## config.mk

```make
export PLATFORM = sky130hd
export DESIGN_NAME = pc_stack_unit
export DESIGN_NICKNAME = d
export VERILOG_FILES = /design/src/rtl/pc_stack_unit.sv
export SDC_FILE = /design/constraint.sdc
export NUM_CORES = 1
export LEC_CHECK = 0
export CAP_MARGIN = 40
export CORE_AREA = 5 5 122 182
export DETAILED_ROUTE_END_ITERATION = 8
export DIE_AREA = 0 0 127 187
export SLEW_MARGIN = 20
export SYNTH_ARGS = -nofsm -noshare
export SYNTH_HDL_FRONTEND = slang
export SYNTH_SLANG_ARGS = --single-unit
```

## constraint.sdc

```tcl
create_clock -name clk_i -period 3.3 [get_ports clk_i]
set_input_delay 0.495 -clock clk_i [delete_from_list [all_inputs] [get_ports clk_i]]
set_output_delay 0.495 -clock clk_i [all_outputs]
set_load 0.02 [all_outputs]
```

## src/rtl/pc_stack_unit.sv

```systemverilog
// Program counter register plus circular call/return address stack for the 12-bit sequencer.
// Optional interrupt-entry support (flag shadow + push of current PC) is enabled by defining PC_STACK_INT_EN.
module pc_stack_unit #(
  parameter int                ADDR_W       = 12,
  parameter int                DEPTH        = 16,
  parameter logic [ADDR_W-1:0] RESET_VECTOR = 12'h000
) (
  input  logic                       clk_i,
  input  logic                       rst_i,
  input  logic                       en_i,
  input  logic [ADDR_W-1:0]          next_pc_i,
  input  logic                       push_i,
  input  logic                       pop_i,
`ifdef PC_STACK_INT_EN
  input  logic                       int_ack_i,
  input  logic                       zero_i,
  input  logic                       carry_i,
  output logic                       zero_o,
  output logic                       carry_o,
`endif
  output logic [ADDR_W-1:0]          pc_o,
  output logic [ADDR_W-1:0]          stk_o,
  output logic [$clog2(DEPTH):0]     depth_o,
  output logic                       empty_o,
  output logic                       full_o,
  output logic                       ovf_o,
  output logic                       unf_o
);

  localparam int PTR_W = $clog2(DEPTH);
  localparam int CNT_W = PTR_W + 1;

  logic [ADDR_W-1:0] pc_q, pc_d;
  logic [PTR_W-1:0]  top_q, top_d;
  logic [CNT_W-1:0]  cnt_q, cnt_d;
  logic              ovf_q, ovf_d;
  logic              unf_q, unf_d;
  logic [ADDR_W-1:0] mem_q [DEPTH];

  logic              wr_en;
  logic [PTR_W-1:0]  wr_ptr;
  logic [ADDR_W-1:0] wr_data;
  logic [ADDR_W-1:0] ret_addr;
  logic              do_push;
  logic              do_pop;
  logic              is_empty;
  logic              is_full;

`ifdef PC_STACK_INT_EN
  logic zero_q, zero_d;
  logic carry_q, carry_d;
`endif

  assign ret_addr = pc_q + ADDR_W'(1);
  assign is_empty = (cnt_q == '0);
  assign is_full  = (cnt_q == CNT_W'(DEPTH));

  always_comb begin
    pc_d    = en_i ? next_pc_i : pc_q;
    top_d   = top_q;
    cnt_d   = cnt_q;
    ovf_d   = ovf_q;
    unf_d   = unf_q;
    wr_en   = 1'b0;
    wr_ptr  = top_q + 1'b1;
    wr_data = ret_addr;
    do_push = en_i & push_i;
    do_pop  = en_i & pop_i;
`ifdef PC_STACK_INT_EN
    zero_d  = zero_q;
    carry_d = carry_q;
    // Interrupt entry saves the interrupted PC itself and wins over CALL/RET.
    if (en_i && int_ack_i) begin
      do_push = 1'b1;
      do_pop  = 1'b0;
      wr_data = pc_q;
      zero_d  = zero_i;
      carry_d = carry_i;
    end
`endif

    case ({do_push, do_pop})
      2'b10: begin
        wr_en = 1'b1;
        top_d = top_q + 1'b1;
        if (is_full) begin
          ovf_d = 1'b1;
        end else begin
          cnt_d = cnt_q + 1'b1;
        end
      end
      2'b01: begin
        if (is_empty) begin
          unf_d = 1'b1;
        end else begin
          top_d = top_q - 1'b1;
          cnt_d = cnt_q - 1'b1;
        end
      end
      2'b11: begin
        wr_en = 1'b1;
        // A RET+CALL pair on an empty stack still records the call.
        if (is_empty) begin
          top_d = top_q + 1'b1;
          cnt_d = CNT_W'(1);
          unf_d = 1'b1;
        end else begin
          wr_ptr = top_q;
        end
      end
      default: begin
      end
    endcase
  end

  always_ff @(posedge clk_i) begin
    if (rst_i) begin
      pc_q  <= RESET_VECTOR;
      top_q <= '0;
      cnt_q <= '0;
      ovf_q <= 1'b0;
      unf_q <= 1'b0;
    end else begin
      pc_q  <= pc_d;
      top_q <= top_d;
      cnt_q <= cnt_d;
      ovf_q <= ovf_d;
      unf_q <= unf_d;
    end
  end

  always_ff @(posedge clk_i) begin
    if (!rst_i && wr_en) begin
      mem_q[wr_ptr] <= wr_data;
    end
  end

`ifdef PC_STACK_INT_EN
  always_ff @(posedge clk_i) begin
    if (rst_i) begin
      zero_q  <= 1'b0;
      carry_q <= 1'b0;
    end else begin
      zero_q  <= zero_d;
      carry_q <= carry_d;
    end
  end

  assign zero_o  = zero_q;
  assign carry_o = carry_q;
`endif

  assign pc_o    = pc_q;
  assign stk_o   = is_empty ? RESET_VECTOR : mem_q[top_q];
  assign depth_o = cnt_q;
  assign empty_o = is_empty;
  assign full_o  = is_full;
  assign ovf_o   = ovf_q;
  assign unf_o   = unf_q;

endmodule

```

== Yosys cells after proc, flatten, opt, wreduce, memory -nomap -nowiden ==
Memory sizes are Yosys's and may differ from the RTL's. A register that Yosys moved wholly into a read port is not among the register bits.
Cells that the tools add are included.

* Register bits: 23
* RAM bits: 192
* Input bits: 17
* Output and inout port bits: 33
* Word-level logic and storage cells: 44
* Memories: 1

{| class="wikitable"
|+ Memories
! name !! depth !! width !! read ports !! clocked after memory_dff !! write ports !! line !! RTL
|-
| mem_q || 16 || 12 || 1 || 1 || 1 || 38 || <nowiki>logic [ADDR_W-1:0] mem_q [DEPTH];</nowiki>
|}

* $add $sub $neg: 5
* Equal/unequal tests: 7
* Multiplexer cells: 14
* Bitwise gates (word level): 2
* Reduce and logical (&&, ||, !) cells: 10

{| class="wikitable"
|+ Operators with widths
! kind !! count
|-
| 4-bit two-way mux || 5
|-
| 5-bit two-way mux || 3
|-
| 5-bit case mux with 3 select lines || 1
|-
| 12-bit by 1-bit adder with 12-bit output (second input constant) || 1
|-
| 12-bit two-way mux || 1
|-
| 4-bit case mux with 3 select lines || 1
|-
| 2-bit inequality test (second input constant) || 3
|-
| 2-bit AND reduction || 3
|-
| 5-bit by 1-bit adder with 5-bit output (second input constant) || 1
|-
| 5-bit == test (second input constant) || 1
|-
| 5-bit logical NOT || 1
|-
| 5-bit by 1-bit subtractor with 5-bit output (second input constant) || 1
|-
| 4-bit by 1-bit adder with 4-bit output (second input constant) || 1
|-
| 2-bit == test (second input constant) || 2
|-
| 4-bit AND reduction || 1
|-
| 2-bit OR reduction || 2
|-
| 4-bit by 1-bit subtractor with 4-bit output (second input constant) || 1
|-
| 1-bit two-way mux || 3
|-
| 3-bit nonzero test || 1
|-
| 1-bit AND || 2
|-
| 2-bit by 1-bit == test with 1-bit output (second input constant) || 1
|-
| 1-bit logical AND || 1
|-
| 1-bit logical NOT || 1
|}

== Logic depth before layout (Yosys ltp) ==
Gate-level depths: netlist of the first run.

* Word-level depth: 7
* Mapped depth: 9
* Gate-level depth less buffers: 8

== Least setup slack after synthesis of the first run ==
No wires, ideal clock.

* Kind: reg-to-reg
* Start point: reg top_q[0]
* End point: mem mem_q[1][0], enable pin
* Setup time: 0.380 ns
* Arrival time: 2.258 ns
* Data required time: 2.920 ns
* Setup slack: 0.661 ns
* Stages on the path, launching flop included: 7
* Path buffers: 1
* Period minus slack after synthesis: 2.639 ns
* Cells stage by stage: dfxtp_1 -> clkbuf_1 -> inv_1 -> ha_1 -> or3_1 -> a211o_1 -> nor2_1

* Word-level cells in the longest chain between the ends: 3

{| class="wikitable"
|+ RTL lines
! element !! line !! RTL
|-
| start: declaration || 34 || <nowiki>logic [PTR_W-1:0] top_q, top_d;</nowiki>
|-
| start signal: assignment || 125 || <nowiki>top_q <= top_d;</nowiki>
|-
| 4-bit by 1-bit adder with 4-bit output || 65 || <nowiki>wr_ptr = top_q + 1'b1;</nowiki>
|-
| 4-bit two-way mux || - ||
|-
| 4-bit two-way mux * || 82 || <nowiki>case ({do_push, do_pop})</nowiki>
|-
| end: declaration || 38 ||
|}

Mark *: on every way between the ends. The rest lies on a longest branch, timed or not.

== Worst setup path after layout of the first run ==
* Start point: reg cnt_q[3], in the netlist depth_o[3]
* End point: out stk_o[11]

* Word-level cells in the longest chain between the ends: 2

{| class="wikitable"
|+ RTL lines
! element !! line !! RTL
|-
| start: declaration || 35 || <nowiki>logic [CNT_W-1:0] cnt_q, cnt_d;</nowiki>
|-
| start signal: assignment || 126 || <nowiki>cnt_q <= cnt_d;</nowiki>
|-
| 5-bit logical NOT || 55 || <nowiki>assign is_empty = (cnt_q == '0);</nowiki>
|-
| 12-bit two-way mux || 154 || <nowiki>assign stk_o = is_empty ? RESET_VECTOR : mem_q[top_q];</nowiki>
|-
| end: declaration || 22 || <nowiki>output logic [ADDR_W-1:0] stk_o,</nowiki>
|}

Every way passes these cells.

==> impl_metrics.tcl, run 1 <==
set metrics [dict create \
    yosys.cell_types.count 57 \
    hpwl_mm 12.6 \
    critPathLaunchType "register" \
    slew_violations 0 \
    wl_per_cell_um 21.2 \
    fin_tns_setup_ps 0 \
    antenna_found_initial 0 \
    slew_headroom 0.637 \
    synthToLayoutAreaGrowth_pct 18.1 \
    drive_gt1_frac 0.210 \
    ys_ff_latch 219 \
    postCtsHoldBufs 0 \
    die_x_um 127 \
    grt_max_degree 49 \
    crit_type "register to primary output" \
    top_level_ports 50 \
    vdd_drop_max_mv 0.365 \
    power_density_nw_per_um2 554 \
    ff2ff_path_depth 7 \
    vias 4862 \
    rsz0062_at_grt "false" \
    die_area_um2 23700 \
    port_buffers 49 \
    worst_setup_path_end_kind "primary output" \
    critPathMaxFanout 8 \
    cts-buffers-inserted 19 \
    worst_clock_skew_ps 8.89 \
    synth_top_flop_cell "edfxtp_1" \
    p_leak_uw 0.00345 \
    ys_warn_count 0 \
    h-tree-depth 1 \
    hold_path_class "register to register" \
    syn_inst 516 \
    firstDrtPassIters 4 \
    synthArstFlopShare 0 \
    seq_area_um2 6310 \
    min_path_cells 2 \
    initial_utilization 0.442 \
    placementRows 64 \
    arrival_ps 2720 \
    fmax_mhz 311 \
    clkTransAtPathRegs_ps 60 \
    fin_cells 878 \
    grt_pass1_wl_mm 29.7 \
    via_per_inst 5.54 \
    fill_cells 1719 \
    antennaDiodeCount 0 \
    setup_viol 0 \
    grt_pass1_vias 5244 \
    period_minus_slack_ps 3220 \
    worst_slew_pin_slew_ps 542 \
    worstPathRequired_ps 2800 \
    ys_seq_area_frac 0.701 \
    fin_crit_sh 0.975 \
    synth_edf_count 192 \
    track_usage 0.160 \
    insertion_delay_ps 480 \
    multi_input_area_um2 2530 \
    drt_iter0_drc 291 \
    core_um2 20300 \
    syn_nets 538 \
    postRouteAntennaNets 0 \
    place.gp.congestion 0.855 \
    cts_root_buf "clkbuf_16" \
    overflow 0 \
    cap_violations 0 \
    drt_wl_total_mm 18.6 \
    nets 624 \
    dp.cells 843 \
    status "complete, no violations" \
    clock_sinks 219 \
    syn_area_per_cell_um2 17.4 \
    drc 0 \
    hold_viol 0 \
    clk_path_buf_depth 3 \
    syn_area_um2 8990 \
    cts_tree "yes" \
    die_h_um 187 \
]
## flip-flops by register name (all words and copies together) (netlist names), named ones only
name     flops
mem_q      192
depth_o      5
top_q        4
pc_o        12
unf_o        1
ovf_o        1
## per-stage QoR
| stage | hold WS [ps] | utilization | cell area, um^2 | power, uW | setup slack, ps |
|---|---|---|---|---|---|
| CTS | 504 | 0.522 | 10600 | 5960 | 45.9 |
| finish | 497 | 0.522 | 10600 | 5880 | 83.4 |
| global placement | 456 | 0.493 | 10000 | 3970 | 355 |
| floorplan | 570 | - | 8990 | 3690 | 661 |
| global route | 546 | 0.522 | 10600 | 6130 | 12.3 |
| detailed placement | 469 | 0.494 | 10100 | 3980 | 377 |
## report_power, final
part / switching, uW / internal [uW] / total (uW)
Clock: 912 / 1060 / 1970
Combinational: 414 / 380 / 794
Sequential: 53.0 / 3070 / 3120
Total: 1380 / 4500 / 5880
## cell families after synthesis
family | count (synthesis) | synth area share
compound gates | 52 | 0.0405
xor+xnor | 18 | 0.0175
flops | 219 | 0.701
buf+inv | 40 | 0.0198
fa+ha+maj | 5 | 0.00696
simple gates | 94 | 0.0494
mux | 88 | 0.165
## placed cells by master (no fill, tap or decap), types with 3 or more instances in the layout
cell type / Yosys / final
a21oi_1: 5 / 5
a311oi_1: 3 / 3
buf_12: 0 / 3
buf_4: 0 / 41
clkbuf_1: 16 / 3
clkbuf_16: 0 / 19
clkdlybuf4s50_1: 0 / 49
clkinv_1: 0 / 8
dfxtp_1: 27 / 25
edfxtp_1: 192 / 192
ha_1: 5 / 5
inv_1: 9 / 9
mux2i_1: 39 / 39
mux4_2: 48 / 48
nand2_1: 16 / 16
nand3_1: 11 / 11
nor2_1: 47 / 47
nor3_1: 3 / 3
o21ai_0: 6 / 5
o22ai_1: 12 / 12
xnor2_1: 12 / 11
xor2_1: 6 / 6
## critical path, cell delays in order (launching register included)
cell and delay (ps):
dfxtp_1 390, or4_4 640, nor2_4 230, or2_2 290, o22ai_1 130, clkdlybuf4s50_1 550
## path summary, 6_finish.rpt
check | to | slack, ps | startpoint
max | stk_o[11] | 80 | depth_o[3]
min | unf_o | 500 | unf_o
min reg2reg | unf_o | 500 | unf_o
max reg2reg | mem_q[1][5] | 750 | depth_o[3]
## cell type report
| class | instances | share of cell area |
|---|---|---|
| Clock inverter | 11 | 0.00495 |
| Sequential cell | 219 | 0.594 |
| Inverter | 9 | 0.00318 |
| Tap cell | 264 | 0.0311 |
| Timing Repair Buffer | 95 | 0.0823 |
| Clock buffer | 22 | 0.0458 |
| Multi-Input combinational cell | 258 | 0.238 |
## layer usage
metal | GRT usage | wire length (um) | vias up | part of all wire
li1 | - | - | 2220 | -
met1 | 0.195 | 7320 | 2485 | 0.39
met2 | 0.291 | 10100 | 122 | 0.54
met3 | 0.0200 | 649 | 35 | 0.035
met4 | 0.0524 | 552 | 0 | 0.030
met5 | 0 | 0 | - | 0
## cells in the mapped netlist, types with 2 or more instances
cell / n / area share
clkbuf_1: 16 / 0.0067
a21oi_1: 5 / 0.0028
o22a_1: 2 / 0.0019
xor2_1: 6 / 0.0058
a31oi_1: 2 / 0.0014
a32oi_1: 2 / 0.0019
o22ai_1: 12 / 0.0083
nor2_1: 47 / 0.020
dfxtp_1: 27 / 0.060
a211oi_1: 2 / 0.0017
inv_1: 9 / 0.0038
ha_1: 5 / 0.0070
mux4_2: 48 / 0.12
a311oi_1: 3 / 0.0029
nor3_1: 3 / 0.0017
o31ai_1: 2 / 0.0017
xnor2_1: 12 / 0.012
o21ai_0: 6 / 0.0033
o211ai_1: 2 / 0.0017
and3_1: 2 / 0.0014
a211o_1: 2 / 0.0019
nand3_1: 11 / 0.0061
buf_2: 9 / 0.0050
mux2i_1: 39 / 0.043
edfxtp_1: 192 / 0.64
buf_6: 2 / 0.0025
buf_1: 3 / 0.0013
nand2_1: 16 / 0.0067
## what timing repair did
item / 4_1_cts / 5_1_grt
endpoints found under the setup margin: 12 / 0
endpoints found under the hold margin: 0 / 0
resized for setup: 2 / 0
setup buffers: 0 / 0
No activity file was read; power rests on OpenSTA's default activity.
==> run 2: changes to the inputs <==
CORE_AREA = 5 5 116 173   (was 5 5 122 182)
DIE_AREA = 0 0 121 178   (was 0 0 127 187)
PLACE_DENSITY = 0.68   (was not set)
==> run 2 against run 1 <==
Against the previous run: design area increased by 0.32%; wire length shrank 2.5%; sequential cell count unchanged; sequential share of layout area down 0.19 points; worst hold slack lost 9.1 ps; largest power group unchanged; power increased by 4.3%.
==> impl_metrics.tcl, run 2 (same netlist as run 1, synthesis figures left out) <==
set metrics [dict create \
    overflow 0 \
    cts_root_buf "clkbuf_16" \
    setup_viol 0 \
    clk_path_buf_depth 3 \
    power_switching_uw 1400 \
    hpwl_mm 12.3 \
    clock_sinks 219 \
    fill_cells 1392 \
    vias 4871 \
    worstPathRequired_ps 2800 \
    hold_slack_ps 488 \
    h-tree-depth 1 \
    die_h_um 178 \
    largest_reg_flops 192 \
    antennaDiodeCount 0 \
    worst_slew_pin_slew_ps 568 \
    grt_max_degree 25 \
    rsz0062_at_grt "false" \
    critPathMaxFanout 9 \
    final_common_cell "edfxtp_1" \
    track_usage 0.173 \
    final_cell_mix "edfxtp_1 (192), clkdlybuf4s50_1 (49), mux4_2 (48)" \
    firstDrtPassIters 5 \
    drt_wl_total_mm 18.1 \
    core_um2 18400 \
    dp.cells 824 \
    multi_input_area_um2 2520 \
    place.gp.congestion 0.812 \
    fin_tns_setup_ps 0 \
    p_leak_uw 0.00347 \
    worst_clock_skew_ps 12.9 \
    p_comb_frac 0.129 \
    fin_cells 863 \
    critPathLaunchType "register" \
    pwr-share-clk 0.362 \
    power_density_nw_per_um2 576 \
    drive_gt1_frac 0.218 \
    wl_per_cell_um 21.0 \
    worst_setup_path_end_kind "primary output" \
    fmax_mhz 311 \
    p_sw_frac 0.228 \
    arrival_ps 2720 \
    slew_violations 0 \
    pwr-share-seq 0.509 \
    seq_area_um2 6310 \
    die_x_um 121 \
    postCtsHoldBufs 0 \
    insertion_delay_ps 480 \
    initial_utilization 0.489 \
    grt_pass1_vias 5245 \
    cts-buffers-inserted 19 \
    cts_tree "yes" \
    hold_path_class "register to register" \
    clkTransAtPathRegs_ps 70 \
    placementRows 61 \
    period_minus_slack_ps 3210 \
    cap_violations 0 \
    nets 621 \
    die_area_um2 21500 \
    via_per_inst 5.64 \
    top_register "mem_q" \
    p_int_uw 4740 \
    crit_type "register to primary output" \
    drt_iter0_drc 328 \
    antenna_found_initial 0 \
    synthToLayoutAreaGrowth_pct 18.5 \
    drc 0 \
    fin_crit_sh 0.973 \
    slew_headroom 0.621 \
    postRouteAntennaNets 0 \
    hold_viol 0 \
    port_buffers 49 \
    top_level_ports 50 \
    vdd_drop_max_mv 0.426 \
    status "complete, no violations" \
    grt_pass1_wl_mm 28.8 \
]
==> run 2: cell types whose count changed in the layout (fill, tap and decap cells not counted), sizes merged <==
cell      before  now
clkbuf        22   21
clkinv        10    7
bufinv         0    3
buf           46   42
clkinvlp       0    3
inv           10    9
==> run 2: per-stage QoR <==
step                power (uW)  utilization  cell area (um^2)  setup WS [ps]
CTS                       6170        0.577             10600           43.6
detailed placement        3960        0.543              9980            432
finish                    6140        0.579             10700           89.5
global placement          3940        0.542              9970            479
global route              6360        0.579             10700           23.3
floorplan                 3690            -              8990            661
==> run 2: final cells by class <==
cell class	instances	share of cell area
Clock buffer	20	0.0450
Clock inverter	13	0.0134
Inverter	9	0.00317
Multi-Input combinational cell	258	0.237
Sequential cell	219	0.592
Tap cell	252	0.0296
Timing Repair Buffer	92	0.0796
==> run 2: power groups by stage <==
stage / logic, uW / clock network, uW / registers, uW
floorplan: 524 / 0 / 3160
global route: 851 / 2380 / 3130
CTS: 773 / 2270 / 3130
detailed placement: 769 / 0 / 3190
global placement: 751 / 0 / 3190
finish: 792 / 2220 / 3120
==> run 2: final timing paths <==
check        startpoint      endpoint  slack, ps  cells after the start
min reg2reg       unf_o         unf_o        490                      2
min               unf_o         unf_o        490                      2
max          depth_o[1]      stk_o[0]         90                      5
max reg2reg    top_q[0]  mem_q[1][10]        790                      6
==> run 2: what timing repair did <==
| action | in CTS | in global routing |
|---|---|---|
| buffers inserted | 0 | 4 |
| gates cloned | 0 | 1 |
| setup endpoints to repair | 11 | 11 |
| resized for setup | 1 | 1 |
| pin swaps | 0 | 1 |
==> run 2: layer usage <==
| layer | vias up | wire length, um | GRT usage |
|---|---|---|---|
| met2 | 153 | 10300 | 0.334 |
| met3 | 25 | 818 | 0.0222 |
| met4 | 0 | 405 | 0.0477 |
| li1 | 2209 | - | - |
| met1 | 2484 | 6570 | 0.198 |
| met5 | - | 0 | 0 |
==> run 2: worst max-delay path, cell delays in order (launching register included) <==
cell	delay, ps
dfxtp_1	420
or4_4	600
nor2_4	220
or2_2	300
o22ai_1	140
clkdlybuf4s50_1	550
